[config.mk]
export PLATFORM = sky130hd
export DESIGN_NAME = uart_rx_core
export DESIGN_NICKNAME = d
export VERILOG_FILES = /design/src/rtl/uart_pkg.sv /design/src/rtl/uart_rx_sync.sv /design/src/rtl/uart_rx_core.sv
export SDC_FILE = /design/constraint.sdc
export NUM_CORES = 1
export LEC_CHECK = 0
export ABC_AREA = 1
export CORE_MARGIN = 2
export CORE_UTILIZATION = 40
export DETAILED_ROUTE_END_ITERATION = 10
export GPL_ROUTABILITY_DRIVEN = 0
export PLACE_DENSITY = 0.69
export RECOVER_POWER = 100
export SLEW_MARGIN = 20
export SYNTH_ARGS = -nofsm -noshare
export SYNTH_HDL_FRONTEND = slang
export SYNTH_SLANG_ARGS = --single-unit
[constraint.sdc]
create_clock -name clk -period 1.7 [get_ports clk]
set_input_delay 0.34 -clock clk [delete_from_list [all_inputs] [get_ports clk]]
set_output_delay 0.34 -clock clk [all_outputs]
set_load 0.05 [all_outputs]
[src/rtl/uart_pkg.sv]
`default_nettype none
// ============================================================================
//  Module      : uart_pkg
//  Description : Shared types and helpers for the oversampling UART receiver.
//                parity_e    - frame parity mode (none / even / odd)
//                rx_state_e  - receiver FSM state encoding
//                parity_calc - parity bit a transmitter would append
//  Revision    : 1.0 - initial release
// ============================================================================
package uart_pkg;

    localparam int c_MAX_DATA_BITS = 9;

    typedef enum logic [1:0] {
        PAR_NONE = 2'd0,
        PAR_EVEN = 2'd1,
        PAR_ODD  = 2'd2
    } parity_e;

    typedef enum logic [2:0] {
        ST_IDLE      = 3'd0,
        ST_START     = 3'd1,
        ST_DATA      = 3'd2,
        ST_PARITY    = 3'd3,
        ST_STOP      = 3'd4,
        ST_WAIT_IDLE = 3'd5
    } rx_state_e;

    // Expected parity bit for a word; narrower words are zero-extended,
    // which leaves the XOR unchanged.
    function automatic logic parity_calc(input logic [c_MAX_DATA_BITS-1:0] data,
                                         input parity_e                    mode);
        parity_calc = (mode == PAR_ODD) ? ~(^data) : ^data;
    endfunction

endpackage
`default_nettype wire

[src/rtl/uart_rx_sync.sv]
`default_nettype none
// ============================================================================
//  Module      : uart_rx_sync
//  Description : 2-FF synchroniser for the asynchronous serial line plus a
//                3-sample history, shifted on every baud_tick, whose majority
//                is the noise-filtered bit value.
//  Ports       : clk, rst       - clock / synchronous active-high reset
//                rxd            - raw serial line (idle high)
//                baud_tick      - oversample strobe
//                rxd_s          - synchronised line
//                bit_maj        - majority of the last three tick samples
//  Revision    : 1.0 - initial release
// ============================================================================
module uart_rx_sync (
    input  logic clk,
    input  logic rst,
    input  logic rxd,
    input  logic baud_tick,
    output logic rxd_s,
    output logic bit_maj
);

    logic [1:0] r_sync;
    logic [2:0] r_hist;

    // Both stages and the history preset to the idle level so a reset
    // never looks like a start bit.
    always_ff @(posedge clk) begin
        if (rst) begin
            r_sync <= 2'b11;
            r_hist <= 3'b111;
        end else begin
            r_sync <= {r_sync[0], rxd};
            if (baud_tick) begin
                r_hist <= {r_hist[1:0], r_sync[1]};
            end
        end
    end

    assign rxd_s   = r_sync[1];
    assign bit_maj = (r_hist[0] & r_hist[1]) |
                     (r_hist[0] & r_hist[2]) |
                     (r_hist[1] & r_hist[2]);

endmodule
`default_nettype wire

[src/rtl/uart_rx_core.sv]
`default_nettype none
// ============================================================================
//  Module      : uart_rx_core
//  Description : Parametrised oversampling UART receiver. LSB-first frames:
//                start, DATA_BITS data, optional parity, STOP_BITS stop.
//                Received words leave on a valid/ready interface together
//                with parity/frame error flags; overrun and break are pulses.
//  Ports       : clk, rst       - clock / synchronous active-high reset
//                rxd            - asynchronous serial line, idle high
//                baud_tick      - OVERSAMPLE strobes per bit time
//                m_data/m_valid/m_ready - output word handshake
//                m_parity_err, m_frame_err - qualify m_data
//                overrun_err    - pulse: frame dropped, output still full
//                break_det      - pulse: whole frame sampled low
//                busy           - FSM not in IDLE
//  Revision    : 1.0 - initial release
// ============================================================================
module uart_rx_core
    import uart_pkg::*;
#(
    parameter int      DATA_BITS  = 8,
    parameter int      OVERSAMPLE = 16,
    parameter parity_e PARITY     = PAR_NONE,
    parameter int      STOP_BITS  = 1
) (
    input  logic                 clk,
    input  logic                 rst,
    input  logic                 rxd,
    input  logic                 baud_tick,
    output logic [DATA_BITS-1:0] m_data,
    output logic                 m_valid,
    input  logic                 m_ready,
    output logic                 m_parity_err,
    output logic                 m_frame_err,
    output logic                 overrun_err,
    output logic                 break_det,
    output logic                 busy
);

    localparam int c_CNT_W = $clog2(OVERSAMPLE);
    localparam int c_IDX_W = $clog2(DATA_BITS);

    localparam logic [c_CNT_W-1:0] c_CNT_HALF = c_CNT_W'(OVERSAMPLE / 2 - 1);
    localparam logic [c_CNT_W-1:0] c_CNT_FULL = c_CNT_W'(OVERSAMPLE - 1);
    localparam logic [c_IDX_W-1:0] c_LAST_IDX = c_IDX_W'(DATA_BITS - 1);
    localparam logic               c_LAST_STOP = 1'(STOP_BITS - 1);

    logic w_rxd_s;
    logic w_bit;

    uart_rx_sync u_sync (
        .clk       (clk),
        .rst       (rst),
        .rxd       (rxd),
        .baud_tick (baud_tick),
        .rxd_s     (w_rxd_s),
        .bit_maj   (w_bit)
    );

    rx_state_e            r_state,       w_state_nxt;
    logic [c_CNT_W-1:0]   r_cnt,         w_cnt_nxt;
    logic [c_IDX_W-1:0]   r_idx,         w_idx_nxt;
    logic [DATA_BITS-1:0] r_data,        w_data_nxt;
    logic                 r_par_bit,     w_par_bit_nxt;
    logic                 r_stop_idx,    w_stop_idx_nxt;
    logic                 r_stop_err,    w_stop_err_nxt;
    logic                 r_first_stop0, w_first_stop0_nxt;
    logic                 w_complete;

    always_ff @(posedge clk) begin
        if (rst) begin
            r_state       <= ST_IDLE;
            r_cnt         <= '0;
            r_idx         <= '0;
            r_data        <= '0;
            r_par_bit     <= 1'b0;
            r_stop_idx    <= 1'b0;
            r_stop_err    <= 1'b0;
            r_first_stop0 <= 1'b0;
        end else begin
            r_state       <= w_state_nxt;
            r_cnt         <= w_cnt_nxt;
            r_idx         <= w_idx_nxt;
            r_data        <= w_data_nxt;
            r_par_bit     <= w_par_bit_nxt;
            r_stop_idx    <= w_stop_idx_nxt;
            r_stop_err    <= w_stop_err_nxt;
            r_first_stop0 <= w_first_stop0_nxt;
        end
    end

    always_comb begin
        w_state_nxt       = r_state;
        w_cnt_nxt         = r_cnt;
        w_idx_nxt         = r_idx;
        w_data_nxt        = r_data;
        w_par_bit_nxt     = r_par_bit;
        w_stop_idx_nxt    = r_stop_idx;
        w_stop_err_nxt    = r_stop_err;
        w_first_stop0_nxt = r_first_stop0;
        w_complete        = 1'b0;
        if (baud_tick) begin
            case (r_state)
                ST_IDLE: begin
                    if (!w_rxd_s) begin
                        w_state_nxt = ST_START;
                        w_cnt_nxt   = '0;
                    end
                end
                ST_START: begin
                    if (r_cnt == c_CNT_HALF) begin
                        // A start bit that is high again at mid-bit was a glitch.
                        if (w_bit) begin
                            w_state_nxt = ST_IDLE;
                        end else begin
                            w_state_nxt       = ST_DATA;
                            w_cnt_nxt         = '0;
                            w_idx_nxt         = '0;
                            w_par_bit_nxt     = 1'b0;
                            w_stop_err_nxt    = 1'b0;
                            w_first_stop0_nxt = 1'b0;
                        end
                    end else begin
                        w_cnt_nxt = r_cnt + c_CNT_W'(1);
                    end
                end
                ST_DATA: begin
                    if (r_cnt == c_CNT_FULL) begin
                        w_cnt_nxt         = '0;
                        w_data_nxt[r_idx] = w_bit;
                        if (r_idx == c_LAST_IDX) begin
                            w_state_nxt    = (PARITY != PAR_NONE) ? ST_PARITY : ST_STOP;
                            w_stop_idx_nxt = 1'b0;
                        end else begin
                            w_idx_nxt = r_idx + c_IDX_W'(1);
                        end
                    end else begin
                        w_cnt_nxt = r_cnt + c_CNT_W'(1);
                    end
                end
                ST_PARITY: begin
                    if (r_cnt == c_CNT_FULL) begin
                        w_cnt_nxt     = '0;
                        w_par_bit_nxt = w_bit;
                        w_state_nxt   = ST_STOP;
                    end else begin
                        w_cnt_nxt = r_cnt + c_CNT_W'(1);
                    end
                end
                ST_STOP: begin
                    if (r_cnt == c_CNT_FULL) begin
                        w_cnt_nxt = '0;
                        if (!w_bit) begin
                            w_stop_err_nxt = 1'b1;
                        end
                        if (r_stop_idx == 1'b0) begin
                            w_first_stop0_nxt = ~w_bit;
                        end
                        if (r_stop_idx == c_LAST_STOP) begin
                            w_complete  = 1'b1;
                            // A low stop may be a break: wait for the line to
                            // return high so a held-low line never re-triggers.
                            w_state_nxt = (r_stop_err | ~w_bit) ? ST_WAIT_IDLE : ST_IDLE;
                        end else begin
                            w_stop_idx_nxt = 1'b1;
                        end
                    end else begin
                        w_cnt_nxt = r_cnt + c_CNT_W'(1);
                    end
                end
                ST_WAIT_IDLE: begin
                    if (w_rxd_s) begin
                        w_state_nxt = ST_IDLE;
                    end
                end
                default: begin
                    w_state_nxt = ST_IDLE;
                end
            endcase
        end
    end

    // Frame result, valid only while w_complete is high (the final stop
    // sample is still in flight, so it is folded in from w_bit).
    logic [c_MAX_DATA_BITS-1:0] w_data_ext;
    logic                       w_frame_err;
    logic                       w_par_err;
    logic                       w_first_stop0;
    logic                       w_break;

    assign w_data_ext    = c_MAX_DATA_BITS'(r_data);
    assign w_frame_err   = r_stop_err | ~w_bit;
    assign w_par_err     = (PARITY != PAR_NONE) &&
                           (r_par_bit != parity_calc(w_data_ext, PARITY));
    assign w_first_stop0 = (r_stop_idx == 1'b0) ? ~w_bit : r_first_stop0;
    assign w_break       = (r_data == '0) &&
                           ((PARITY == PAR_NONE) || !r_par_bit) &&
                           w_first_stop0;

    logic [DATA_BITS-1:0] r_m_data;
    logic                 r_m_valid;
    logic                 r_m_parity_err;
    logic                 r_m_frame_err;
    logic                 r_overrun;
    logic                 r_break;

    always_ff @(posedge clk) begin
        if (rst) begin
            r_m_data       <= '0;
            r_m_valid      <= 1'b0;
            r_m_parity_err <= 1'b0;
            r_m_frame_err  <= 1'b0;
            r_overrun      <= 1'b0;
            r_break        <= 1'b0;
        end else begin
            r_overrun <= 1'b0;
            r_break   <= w_complete & w_break;
            if (r_m_valid && m_ready) begin
                r_m_valid <= 1'b0;
            end
            if (w_complete) begin
                // A word being accepted this cycle frees the slot for the new one.
                if (!r_m_valid || m_ready) begin
                    r_m_data       <= r_data;
                    r_m_parity_err <= w_par_err;
                    r_m_frame_err  <= w_frame_err;
                    r_m_valid      <= 1'b1;
                end else begin
                    r_overrun <= 1'b1;
                end
            end
        end
    end

    assign m_data       = r_m_data;
    assign m_valid      = r_m_valid;
    assign m_parity_err = r_m_parity_err;
    assign m_frame_err  = r_m_frame_err;
    assign overrun_err  = r_overrun;
    assign break_det    = r_break;
    assign busy         = (r_state != ST_IDLE);

endmodule
`default_nettype wire

Yosys cells after proc, flatten, opt, wreduce, memory -nomap -nowiden
Index checks and enable logic that the tools add are counted.

cells by class
  equality and inequality tests = 20
  $add $sub $neg = 2
  reduce and logical (&&, ||, !) cells = 22
  mux-type cells = 45
  order comparisons = 2
  bitwise gates (word level) = 9

operator list
  cell                                                                   count
  3-bit 2-to-1 mux                                                       13
  2-bit inequality test (second input constant)                          10
  1-bit 2-to-1 mux                                                       19
  3-bit one-hot mux with 6 select lines                                  1
  4-bit 2-to-1 mux                                                       4
  4-bit one-hot mux with 3 select lines                                  1
  6-bit AND reduction                                                    2
  5-bit AND reduction                                                    2
  3-bit == test (second input constant)                                  3
  9-bit AND reduction                                                    1
  8-bit bitwise mux                                                      1
  8-bit zero test                                                        1
  3-bit by 2-bit == test with 1-bit output (second input constant)       2
  1-bit one-hot mux with 2 select lines                                  3
  3-bit one-hot mux with 2 select lines                                  1
  2-bit nonzero test                                                     3
  3-bit nonzero test                                                     2
  4-bit by 1-bit adder with 4-bit output (second input constant)         1
  1-bit AND                                                              4
  4-bit by 3-bit == test with 1-bit output (second input constant)       1
  4-bit == test (second input constant)                                  1
  3-bit by 4-bit < comparator with 1-bit output (second input constant)  1
  4-bit AND reduction                                                    1
  3-bit by 1-bit adder with 3-bit output (second input constant)         1
  16 further kinds                                                       21

storage, ports and cells
  word-level logic and storage cells = 114
  input port bits = 5
  register bits = 38
  output and inout port bits = 14

Logic depth before layout (Yosys ltp)
  word-level depth = 9
  depth in mapped cells = 11
  mapped depth without buffers = 11

Cells and area by module
Synthesis repeated with hierarchy kept, for this count alone.

second synthesis, totals
  cell total of the unflattened synthesis = 256
  area total of the unflattened synthesis = 1778.0 um2

modules (own cells, without submodules)
  module        times used  area an instance (um2)  cells an instance  seq. area each (um2)
  uart_rx_core  1           1604.0                  234                620.6
  uart_rx_sync  1           173.9                   22                 100.1

Worst setup path after synthesis
OpenSTA, ideal clock, no wires.

  path type = flip-flop to flip-flop
  start = register r_idx[0]
  end = register r_idx[0]
  clock period less this slack = 1396 ps
  required time = 1568 ps
  setup slack = 304 ps
  library setup time = 132 ps
  path buffers = 0
  data arrival time = 1264 ps
  cell stages (with the launch flop) = 8
  path through = dfxtp_1 ha_1 ha_1 nand3b_2 o21ai_2 nand2_1 nand2_1 a21oi_1

between the ends
  word-level cells in the longest chain between the ends = 4
  elaborated cells between the ends (all ways) = 7
  those cells by class = add/sub (1); eq/ne (2); mux (3); reduce/logical (1)

RTL lines
  element                                 RTL line             source
  from (decl)                             uart_rx_core.sv:62   logic [c_IDX_W-1:0] r_idx, w_idx_nxt;
  from (signal assigned)                  uart_rx_core.sv:83   r_idx <= w_idx_nxt;
  3-bit by 1-bit adder with 3-bit output  uart_rx_core.sv:135  w_idx_nxt = r_idx + c_IDX_W'(1);
  3-bit 2-to-1 mux                        uart_rx_core.sv:131  if (r_idx == c_LAST_IDX) begin
  3-bit 2-to-1 mux                        uart_rx_core.sv:128  if (r_cnt == c_CNT_FULL) begin
  3-bit one-hot mux with 2 select lines   uart_rx_core.sv:103  case (r_state)

Several ways; a longest one is shown, not always the timed one. The select of a mux whose other input is x is not followed.
A chain may end at the register's enable or synchronous reset.

Worst setup path in the final report
  start = register r_state[1]
  end = output port busy

between the ends
  word-level cells in the longest chain between the ends = 1

RTL lines
  element                 RTL line             source
  from (decl)             uart_rx_core.sv:60   rx_state_e r_state, w_state_nxt;
  from (signal assigned)  uart_rx_core.sv:81   r_state <= w_state_nxt;
  3-bit nonzero test      uart_rx_core.sv:241  assign busy = (r_state != ST_IDLE);
  to (decl)               uart_rx_core.sv:37   output logic busy

No other way between the ends.

==> run metrics <==
CTS buffer count=5; Starting DRT DRC Count=63; Fill cells=455; pin count of the biggest net entering global routing=18; Place WS=0.0344 ns; vias post-DR=1684; Worst slew margin=52.2%; final critical-path required period=1.59 ns; Min Hold Slack=0.416 ns; startpoint types=flop; Core Area=4410 µm²; die height=72.2 µm; setup TNS=0 ns; Fmax=631 MHz; Avg WL per Cell=11.3 µm; Routed Antenna Nets=0; Post-Syn Area=1860 µm²; Min-Delay Path Class=reg2reg; Max VDD drop=0.000373 V; Synth Register Bits=36; fraction of layout cells with a size suffix above 1=14.9%; Top Ports=19; RSZ-0062 raised after global routing=false; Post-Syn Area per Cell=6.97 µm²; final critical-path setup slack=0.115 ns; Clock Latency Late Sink=0.29 ns; endpoints failing setup=0; clock slew at the register clock pins of the worst setup and hold paths=0.08 ns; fin util=48.5%; Tot Pwr=2.27 mW; DR pass1 iterations=4; cell total after placement=333; CTS tree=done; die footprint=5220 µm²; sequential area share after synthesis=38.7%; measured slew at the worst slew-check pin=0.717 ns; synth unique cells=29; CP Data Arrival Time=1.25 ns; Layout Skew=0.00453 ns; Max-Cap Viols=0; hold-critical path depth=1; Initial Util=42.2%; worst setup path class=reg2out; Sink Count=36; crit-path max FO=8; global-route wire length before repair=6.60 mm; Leak=0.898 nW; WL final=3.86 mm; syn_nets=275; CTS hold repair buffers=0; post-synthesis cell count=267; design area=2140 µm²; Ant. Diodes=0; Post-CTS Setup Bufs=0; DRC viols=0; Placed Area=2060 µm²; non-filler cells in the finished layout=341; Synth Warn #=0; Port Buffers=17; number of cell rows=24; final layout net count=296; GRT overflow=0; Fin. Hold Viols=0; Final Cycle Share=93.2%; vias in the first global route=1459; Crit. End Element=output port; gr usage total=15.9%; via-per-instance ratio=4.94; Worst EP required=1.36 ns; R2R depth=7; Pwr Density=1060 nW/µm²; DIE WIDTH=72.2 µm; Layout area overhead=15.0%; CTS Buffer Depth=2; Max H-tree Level=2; initial antenna violation count=0; CTS Root Cell=clkbuf_8; hpwl dp=2.84 mm; max-slew violations=0; status=completed
kinds of logic (layout without fill, tap and decap cells):
| kind of cell | after synthesis | in the layout | share of synthesized area, % |
|---|---|---|---|
| AND/OR/NAND/NOR | 154 | 154 | 40.1 |
| flip-flops | 36 | 36 | 38.7 |
| other | 1 | 1 | 0.201 |
| adder cells (fa/ha/maj) | 3 | 3 | 2.02 |
| buffers and inverters | 37 | 59 | 9.07 |
| AO/OA/AOI/OAI | 36 | 36 | 9.88 |
worst max-delay path, cell delays in order, from the launching register on:
cell     delay (ns)
dfxtp_1        0.54
inv_2          0.12
nand2_1        0.15
buf_12         0.15
synth_stat cells:
library cell  instances  area share [%]
conb_1                1            0.20
nand2_2               6             2.0
inv_2                 3            0.60
nand3_1              34             9.1
nor2_4                2             1.2
nand2_1              62              12
nand3_4               1            0.94
o21ai_2               1            0.47
o21ai_0               7             1.9
nand4_1               2            0.67
clkinv_2              1            0.27
clkbuf_1              3            0.60
nand2_4               2             1.2
nand3_2               1            0.54
inv_1                22             4.4
buf_6                 2             1.2
nor2_1               31             6.2
a21oi_1              28             7.5
nor2_8                1             1.1
clkinv_1              1            0.20
buf_4                 3             1.2
dfxtp_1              36              39
nor3_4                1            0.87
or2_2                 2            0.67
nor3_1                4             1.1
ha_1                  3             2.0
buf_2                 2            0.54
nor2_2                4             1.3
nand3b_2              1            0.60
timing repair:
action / CTS / global route
gates resized for setup: 0 / 4
endpoints found under the setup margin: 0 / 12
hold endpoints to repair: 0 / 0
routing by layer:
| metal | vias up | GRT usage (%) | part of all wire, % |
|---|---|---|---|
| li1 | 902 | - | - |
| met4 | 0 | 6.92 | 1.8 |
| met5 | - | 0 | 0 |
| met3 | 7 | 2.92 | 3.9 |
| met2 | 29 | 23.1 | 43 |
| met1 | 746 | 23.0 | 51 |
cell type report:
class / instances / area [µm²] / share of cell area [%]
flip-flops and latches: 36 / 723 / 33.8
inverters: 27 / 103 / 4.79
well taps: 52 / 65.1 / 3.04
multi-input cells: 194 / 985 / 46.0
clock inverters: 3 / 42.5 / 1.99
repair buffers: 24 / 154 / 7.19
clock buffers: 5 / 68.8 / 3.21
power breakdown:
group | switching, mW | internal [mW]
Combinational | 0.377 | 0.207
Sequential | 0.0577 | 0.870
Clock | 0.322 | 0.434
flip-flops by register name, summed over array words and instances, names as in the netlist:
name,flops
m_valid,1
m_frame_err,1
overrun_err,1
u_sync.r_sync,2
r_idx,3
r_state,3
r_stop_err,1
r_cnt,4
r_data,8
break_det,1
m_data,8
u_sync.r_hist,3
cell usage in the layout, fill, tap and decap left out, types with 2 or more instances in the layout:
master and count:
nand4_1 2, nor3_1 4, clkinv_2 2, buf_4 6, clkdlybuf4s50_1 2, dfxtp_2 2
nand2_2 6, dfxtp_1 34, ha_1 2, inv_2 2, dlygate4sd3_1 2, inv_1 23
o21ai_0 7, nor2_2 4, clkbuf_1 13, or2_2 2, a21oi_1 28, nand2_4 2
nand3_1 34, nand2_1 62, clkbuf_8 5, nor2_4 2, nor2_1 31
final timing paths:
check / startpoint / to / slack (ns)
worst max-delay path: r_state[1]$_SDFFE_PP0P_ / busy / 0.11
worst min-delay path: u_sync.r_sync[0]$_SDFF_PP1_ / u_sync.r_sync[1]$_SDFF_PP1_ / 0.42
worst max register to register: r_idx[0]$_SDFFE_PP0P_ / r_idx[1]$_SDFFE_PP0P_ / 0.16
worst min register to register: u_sync.r_sync[0]$_SDFF_PP1_ / u_sync.r_sync[1]$_SDFF_PP1_ / 0.42
No activity file was read; power rests on OpenSTA's default activity.
